$ cat src/rtl/bus_ctrl.sv
// bus_ctrl: CPU-facing bus slave with a RAM region, a small I/O page at
// 0xF0..0xFF (gpio_out, synchronized gpio_in, tick counter, status) and a
// programmable number of wait states before the one-cycle ready pulse.
// Optional feature macro: BUS_TICK_TIMER_EN builds the tick counter at 0xF2;
// without it 0xF2 reads 0x00 and is treated as unmapped.
module bus_ctrl #(
  parameter int RAM_DEPTH   = 240,
  parameter int WAIT_STATES = 1,
  parameter int TICK_DIV    = 16
) (
  input  logic       clk,
  input  logic       reset,
  input  logic       read,
  input  logic       write,
  input  logic [7:0] address,
  input  logic [7:0] wdata,
  output logic [7:0] rdata,
  output logic       ready,
  input  logic [7:0] gpio_in,
  output logic [7:0] gpio_out
);

  typedef enum logic [1:0] {
    ST_IDLE = 2'd0,
    ST_WAIT = 2'd1,
    ST_DONE = 2'd2
  } state_t;

  localparam logic [7:0] RAM_TOP = 8'(RAM_DEPTH);
  localparam logic [3:0] WS_L    = 4'(WAIT_STATES);
  localparam bit         NO_WAIT = (WAIT_STATES == 0);

  // Sticky status update: events win over a same-cycle write-1-to-clear.
  function automatic logic [1:0] w1c_update(input logic [1:0] cur,
                                            input logic [1:0] set,
                                            input logic [1:0] clr);
    return (cur & ~clr) | set;
  endfunction

  state_t      state_r;
  logic [7:0]  addr_r;
  logic [7:0]  wdata_r;
  logic        write_r;
  logic [3:0]  wait_cnt_r;
  logic        ready_r;
  logic [7:0]  rdata_r;
  logic [7:0]  gpio_out_r;
  logic [1:0]  status_r;
  logic [7:0]  gpio_sync1_r;
  logic [7:0]  gpio_sync2_r;
  logic [7:0]  mem_r [RAM_DEPTH];

  logic        strobe_s;
  logic        accept_s;
  logic        busy_strobe_s;
  logic        fire_s;
  logic [7:0]  act_addr_s;
  logic [7:0]  act_wdata_s;
  logic        act_write_s;
  logic [7:0]  rd_val_s;
  logic        unmapped_s;
  logic        ram_we_s;
  logic        gpio_we_s;
  logic [1:0]  clr_s;
  logic [1:0]  set_s;
  logic [1:0]  status_next_s;

`ifdef BUS_TICK_TIMER_EN
  localparam int             PW        = (TICK_DIV > 1) ? $clog2(TICK_DIV) : 1;
  localparam logic [PW-1:0]  PRESC_MAX = PW'(TICK_DIV - 1);
  logic [PW-1:0] presc_r;
  logic [7:0]    tick_r;

  // Free-running prescaler; tick counter advances once per TICK_DIV clocks.
  always_ff @(posedge clk or negedge reset) begin
    if (!reset) begin
      presc_r <= '0;
      tick_r  <= 8'h00;
    end else if (presc_r == PRESC_MAX) begin
      presc_r <= '0;
      tick_r  <= tick_r + 8'd1;
    end else begin
      presc_r <= presc_r + PW'(1);
    end
  end
`endif

  // Strobe qualification and selection of the operation that completes now.
  // With zero wait states the capture edge is also the commit edge, so the
  // live bus inputs are used; otherwise the latched request is used.
  always_comb begin
    strobe_s      = read | write;
    accept_s      = (state_r == ST_IDLE) && strobe_s;
    busy_strobe_s = (state_r != ST_IDLE) && strobe_s;
    if (state_r == ST_IDLE) begin
      act_addr_s  = address;
      act_wdata_s = wdata;
      act_write_s = write;
    end else begin
      act_addr_s  = addr_r;
      act_wdata_s = wdata_r;
      act_write_s = write_r;
    end
    if (NO_WAIT) begin
      fire_s = accept_s;
    end else begin
      fire_s = (state_r == ST_WAIT) && (wait_cnt_r == 4'd1);
    end
  end

  // Address decode: read value, write enables, unmapped flag, status clears.
  always_comb begin
    rd_val_s   = 8'h00;
    unmapped_s = 1'b0;
    ram_we_s   = 1'b0;
    gpio_we_s  = 1'b0;
    clr_s      = 2'b00;
    if (act_addr_s < RAM_TOP) begin
      ram_we_s = act_write_s;
      rd_val_s = mem_r[act_addr_s];
    end else begin
      case (act_addr_s)
        8'hF0: begin
          gpio_we_s = act_write_s;
          rd_val_s  = gpio_out_r;
        end
        8'hF1: begin
          rd_val_s = gpio_sync2_r;
        end
        8'hF2: begin
`ifdef BUS_TICK_TIMER_EN
          rd_val_s = tick_r;
`else
          unmapped_s = 1'b1;
`endif
        end
        8'hF3: begin
          rd_val_s = {6'b000000, status_r};
          if (act_write_s) begin
            clr_s = act_wdata_s[1:0];
          end else begin
            clr_s = 2'b00;
          end
        end
        default: begin
          unmapped_s = 1'b1;
        end
      endcase
    end
  end

  // Status event/clear combination; clears only take effect on commit.
  always_comb begin
    set_s = {fire_s & unmapped_s, busy_strobe_s};
    if (fire_s) begin
      status_next_s = w1c_update(status_r, set_s, clr_s);
    end else begin
      status_next_s = w1c_update(status_r, set_s, 2'b00);
    end
  end

  // Transaction FSM with registered ready, rdata, gpio_out and status.
  always_ff @(posedge clk or negedge reset) begin
    if (!reset) begin
      state_r    <= ST_IDLE;
      addr_r     <= 8'h00;
      wdata_r    <= 8'h00;
      write_r    <= 1'b0;
      wait_cnt_r <= 4'd0;
      ready_r    <= 1'b0;
      rdata_r    <= 8'h00;
      gpio_out_r <= 8'h00;
      status_r   <= 2'b00;
    end else begin
      case (state_r)
        ST_IDLE: begin
          if (strobe_s) begin
            addr_r     <= address;
            wdata_r    <= wdata;
            write_r    <= write;
            wait_cnt_r <= WS_L;
            state_r    <= NO_WAIT ? ST_DONE : ST_WAIT;
          end
        end
        ST_WAIT: begin
          if (wait_cnt_r == 4'd1) begin
            state_r <= ST_DONE;
          end else begin
            wait_cnt_r <= wait_cnt_r - 4'd1;
          end
        end
        ST_DONE: begin
          state_r <= ST_IDLE;
        end
        default: begin
          state_r <= ST_IDLE;
        end
      endcase
      ready_r  <= fire_s;
      status_r <= status_next_s;
      if (fire_s && !act_write_s) begin
        rdata_r <= rd_val_s;
      end
      if (fire_s && gpio_we_s) begin
        gpio_out_r <= act_wdata_s;
      end
    end
  end

  // RAM write port; contents are deliberately not reset.
  always_ff @(posedge clk) begin
    if (reset && fire_s && ram_we_s) begin
      mem_r[act_addr_s] <= act_wdata_s;
    end
  end

  // Two-flop synchronizer for the asynchronous GPIO inputs.
  always_ff @(posedge clk or negedge reset) begin
    if (!reset) begin
      gpio_sync1_r <= 8'h00;
      gpio_sync2_r <= 8'h00;
    end else begin
      gpio_sync1_r <= gpio_in;
      gpio_sync2_r <= gpio_sync1_r;
    end
  end

  assign rdata    = rdata_r;
  assign ready    = ready_r;
  assign gpio_out = gpio_out_r;

endmodule

$ cat config.mk
export PLATFORM = sky130hd
export DESIGN_NAME = bus_ctrl
export DESIGN_NICKNAME = d
export VERILOG_FILES = /design/src/rtl/bus_ctrl.sv
export SDC_FILE = /design/constraint.sdc
export NUM_CORES = 2
export LEC_CHECK = 0
export BUFFER_PORTS_ARGS = -buffer_cell sky130_fd_sc_hd__clkbuf_2
export CAP_MARGIN = 5
export CORE_ASPECT_RATIO = 1.5
export CORE_UTILIZATION = 60
export CTS_CLUSTER_DIAMETER = 100
export DETAILED_ROUTE_END_ITERATION = 8
export GPL_ROUTABILITY_DRIVEN = 0
export PLACE_DENSITY = 0.76
export SETUP_SLACK_MARGIN = 0.05
export SLEW_MARGIN = 10
export SYNTH_ARGS = -nofsm -noshare
export SYNTH_HDL_FRONTEND = slang
export SYNTH_SLANG_ARGS = --single-unit
$ cat constraint.sdc
create_clock -name clk -period 14.4 [get_ports clk]
set_input_delay 2.16 -clock clk [delete_from_list [all_inputs] [get_ports clk]]
set_output_delay 2.16 -clock clk [all_outputs]
set_load 0.01 [all_outputs]
### Word level (Yosys, flattened, before mapping)

Memories as Yosys holds them, arrays and structs flattened.
Cells that the tools add are included.

* $add $sub $neg: 1
* multipliers: 0
* divide/modulo/power cells: 0
* $lt $le $gt $ge: 1
* equality and inequality tests: 8
* shifts and indexed selects: 0
* multiplexer cells: 22
* bitwise logic cells: 6
* reductions and logical operators: 14

Operators by type and width (count)
* $eq 8x8->1 const B: 3
* $mux 8: 3
* $pmux 8 s3: 1
* $mux 2: 6
* $lt 8x8->1 const B: 1
* $mux 1: 8
* $mux 4: 2
* $pmux 4 s2: 1
* $logic_and 1x1->1: 6
* $eq 4x1->1 const B: 1
* $ne 2x2->1 const B: 2
* $or 2x2->2: 2
* $pmux 2 s2: 1
* $reduce_and 2->1: 2
* $reduce_bool 2->1: 2
* $sub 4x1->4 const B: 1
* $reduce_and 3->1: 1
* $reduce_or 3->1: 1
* $and 2x2->2: 1
* $eq 2x1->1 const B: 1
* $logic_not 2->1: 1
* $ne 2x1->1 const B: 1
* $not 2->2: 1
* $and 1x1->1: 1
* 2 further kinds: 2

* flip-flop bits (word level): 58
* bits in latches: 0
* RAM bits: 1920
* memory bits (read-only): 0
* output and inout port bits: 17
* word-level logic and storage cells: 64
* memories kept: 1

Memories
* mem_r: depth 240, width 8, read ports 1, clocked after Yosys merged registers in 0, write ports 1, RTL line 51 `logic [7:0] mem_r [RAM_DEPTH];`

### Depth between registers and ports, before layout

* depth in word-level cells: 9
* gate-level depth with buffers: 13
* mapped depth without buffers: 9

### Least setup slack after synthesis

OpenSTA, ideal clock, no wires.

* path type: input to register
* from: input port wdata[2]
* to: memory mem_r[0][2], data pin
* setup time: 0.786 ns
* arrival time: 5.080 ns
* required time: 13.614 ns
* path slack: 8.533 ns
* cell stages on the path: 2
* cell sequence: nand2_1 > nand2_1

* word-level cells in the longest chain between the ends: 1

RTL lines
* from (decl): RTL line 16 `input logic [7:0] wdata,`
* $mux 8: RTL line 95 `if (state_r == ST_IDLE) begin`
* net act_wdata_s[2]: RTL line 58 `logic [7:0] act_wdata_s;`
* to (decl): RTL line 51

The timed path passes the listed nets, and every way through them passes these cells.

### Worst setup path in the final report

* from: input port address[1]
* to: register rdata_r[1] (netlist: rdata[1])

* word-level cells in the longest chain between the ends: 4

RTL lines
* from (decl): RTL line 15 `input logic [7:0] address,`
* $mux 8 *: RTL line 95
* branches (longest 2 deep; another with $mem_v2 240x8)
* $mux 8 *: RTL line 118 `if (act_addr_s < RAM_TOP) begin`
* to (signal assigned): RTL line 202 `rdata_r <= rd_val_s;`
* to (decl): RTL line 46 `logic [7:0] rdata_r;`

Every way passes the cells marked *.
A chain may end at the register's enable or synchronous reset.

==> impl_metrics.csv <==
group,metric,value,unit
sta,setup_viol,0,
yosys,yosys_warnings,0,
sta,slew_viol_final,0,
sta,max_freq,151,MHz
worst_hold_path,hp-class,"register to register",
setup_path,r2r_start,"state_r[1]$_DFFE_PN0P_",
power_and_ir_drop,clkPwrFrac,25.1,%
route,postRouteAntennaNets,0,
setup_path,crit_top_cell,"buf_4",
setup_path,crit_chain,"clkbuf_2 > nand2_1 > o21ai_4 > buf_4 > buf_12 > buf_4 > a221oi_1 > o22ai_1 > nor3_1 > nor4_1 > a21oi_1 > a31oi_1",
floorplanning,die_h,432,um
route,routedWlPerCell,32.2,um
clock_tree,clockRootBuffer,"clkbuf_16",
floorplanning,start_util,60.5,%
clock_tree,clockBufferDepth,3,
clock_tree,cts_hold_buffers,0,
route,viasPerCell,7.15,
power_and_ir_drop,combPwrFrac,32.5,%
power_and_ir_drop,power_frac_seq,42.4,%
setup_path,arrival,7.33,ns
setup_path,cp-startpoint,"address[1]",
grt,grt_use_total,30.5,%
setup_path,r2r_cells,11,
power_and_ir_drop,pwr_density_cell,220,nW/um2
setup_path,crit_path_end,"rdata[1]$_DFFE_PN0P_",
clock_tree,path_clk_slew,0.07,ns
clock_tree,numCtsBuffers,167,
layout,drive_above_1_share,8.98,%
yosys,syn-cell-area,73800,um2
floorplanning,die_w,288,um
yosys,ys.flop_type,"edfxtp_1",
yosys,synth_top_area_share,78.1,%
setup_path,worstSetupEndpointType,"register",
clock_tree,worstSkewPairLatency,0.81,ns
placement,port_buffers,44,
setup_path,reg2reg_slack,8.08,ns
route,wirelength,189,mm
grt,grt_pass1_wl,274,mm
status,status,"finished, final reports clean",
yosys,synth-seq-cells,1978,
grt,grt_max_degree,178,
layout,regArea,59100,um2
placement,place_ws,7.30,ns
setup_path,crit_required,15.09,ns
grt,overflow,0,
placement,hpwl,109,mm
route,first_pass_iters,6,
route,vias,42100,
layout,final_common_cell,"edfxtp_1",
sta,clock_skew,0.0240,ns
power_and_ir_drop,peakVddDrop,0.000218,V
power_and_ir_drop,netSwitchingFraction,35.8,%
sta,finalHoldViolCount,0,
clock_tree,cts_tree,"yes",
setup_path,cp_max_fo,140,
power_and_ir_drop,power.switching,6360,uW
yosys,synthTopCellsByArea,"edfxtp_1 (78%), a22o_1 (5.4%), a221oi_1 (5.4%)",
setup_path,reg2reg_to,"rdata[1]$_DFFE_PN0P_",
power_and_ir_drop,p_int,11400,uW
sta,postLayoutSetupSlackWorst,7.77,ns
setup_path,startpoint_type,"primary input",
yosys,synth-edff-count,1920,
setup_path,critPathSlowestCell,"nor4_1",
clock_tree,cts_sinks,1978,
yosys,syn-num-nets,4219,
route,drt_first_iter_violations,5849,
floorplanning,num_rows,157,
layout,finalNetCount,4175,
setup_path,crit_type,"primary input to register",
layout,fillers,7675,
yosys,synth-seq-area-share,80.1,%
clock_tree,ctsResizeCount,0,
sta,grt_setup_unrepaired,"no",
power_and_ir_drop,p_leak,0.0249,uW
floorplanning,io_pins,45,
layout,multiInputGateArea,13300,um2
clock_tree,htreeDepth,4,
yosys,syn_inst,4189,
layout,syn2layout_area_growth,9.26,%
route,drc,0,
floorplanning,core_area,122000,um2
yosys,avgSynthCellArea,17.6,um2
sta,fin_tns_setup,0,ns
layout,layout_common_cells,"edfxtp_1 (1,920), a22o_1 (457), a221oi_1 (456), nor2_1 (248), o22ai_1 (230)",
sta,relSlewSlack,4.34,%
yosys,yosysUniqueCellTypes,47,
sta,tightest_slew,1.42,ns
sta,min_period,6.63,ns
sta,fin_crit_sh,46.1,%
yosys,yosys.area.top_type,"edfxtp_1",
setup_path,slowest_delay,1.16,ns
flow_run,max_cap_viol_count,0,
floorplanning,dieArea,124000,um2
grt,first_global_vias,40900,
grt,antenna_found_initial,8,
yosys,async_flop_share,2.93,%
clock_tree,cts_setup_buffers,0,
layer usage:
layer / vias up / share of wire, % / global-route usage [%]
met5: - / 0.016 / 0
met4: 6 / 7.3 / 19.5
met3: 602 / 10 / 6.53
met2: 2740 / 49 / 49.3
met1: 21200 / 33 / 37.5
li1: 17500 / - / -
layout make-up:
| type | count | share of cell area [%] |
|---|---|---|
| sequential | 1978 | 73.3 |
| multi-input combinational | 1876 | 16.5 |
| clock buffer | 224 | 5.71 |
| tap | 1590 | 2.47 |
| timing repair buffer | 113 | 1.07 |
| clock inverter | 86 | 0.926 |
| inverter | 9 | 0.0605 |
| antenna | 5 | 0.0155 |
metrics by stage:
step | cells | hold WS [ns] | power [uW] | instance area (um2) | utilization [%]
2_1_floorplan | 4189 | 0.331 | 11300 | 73800 | -
3_3_place_gp | 5565 | 0.335 | 13100 | 75300 | 61.7
3_5_place_dp | 5565 | 0.335 | 13300 | 75300 | 61.7
4_1_cts | 5875 | 0.349 | 17600 | 80600 | 66.1
5_1_grt | 5876 | 0.366 | 18200 | 80600 | 66.1
6_report | 5881 | 0.349 | 17700 | 80600 | 66.1
logic make-up after synthesis:
family                     synth area share (%)
AOI/OAI and AO/OA                          14.9
xor gates and xnor gates                 0.0237
adders and majority gates                0.0339
buffers and inverters                      2.13
DFF                                        80.1
muxes                                     0.151
and+or+nand+nor                            2.66
power by group through the flow:
| stage | combinational [uW] | sequential [uW] | clock (uW) |
|---|---|---|---|
| after global routing | 5980 | 7530 | 4670 |
| after floorplan | 3410 | 7860 | 0 |
| after global placement | 5510 | 7640 | 0 |
| after detailed placement | 5620 | 7640 | 0 |
| after CTS | 5650 | 7520 | 4460 |
| final | 5760 | 7530 | 4450 |
flip-flops by register name (all words and copies together) (netlist names):
| name | cells |
|---|---|
| wait_cnt_r | 4 |
| gpio_out | 8 |
| write_r | 1 |
| rdata | 8 |
| addr_r | 8 |
| gpio_sync2_r | 8 |
| wdata_r | 8 |
| ready | 1 |
| state_r | 2 |
| gpio_sync1_r | 8 |
| mem_r | 1920 |
| status_r | 2 |
synthesized netlist by cell type (14+ instances only):
master,count
o22ai_1,230
buf_4,28
a41oi_1,18
nor2_1,252
a21oi_1,33
o21ai_0,124
a221oi_1,456
a22o_1,457
a22oi_1,56
dfrtp_1,58
nor3_1,31
edfxtp_1,1920
clkbuf_1,128
nor4_1,14
nand3_1,29
nand2_1,105
buf_2,132
buf_1,32
how the worst min path moves through the flow:
stage                         startpoint                         to  slack [ns]  depth (start not counted)
2_1_floorplan  gpio_sync1_r[0]$_DFF_PN0_  gpio_sync2_r[0]$_DFF_PN0_        0.33                          0
3_3_place_gp   gpio_sync1_r[7]$_DFF_PN0_  gpio_sync2_r[7]$_DFF_PN0_        0.33                          0
3_5_place_dp   gpio_sync1_r[5]$_DFF_PN0_  gpio_sync2_r[5]$_DFF_PN0_        0.33                          0
4_1_cts        gpio_sync1_r[5]$_DFF_PN0_  gpio_sync2_r[5]$_DFF_PN0_        0.35                          0
5_1_grt        gpio_sync1_r[6]$_DFF_PN0_  gpio_sync2_r[6]$_DFF_PN0_        0.37                          0
6_report       gpio_sync1_r[5]$_DFF_PN0_  gpio_sync2_r[5]$_DFF_PN0_        0.35                          0
worst max-delay path, delay by kind of cell:
kind / cells / cell delay, ns
AND/OR/NAND/NOR: 3 / 1.45
buffers and inverters: 4 / 2.07
AO/OA/AOI/OAI: 5 / 1.43
Power figures use the tool's default switching activity.
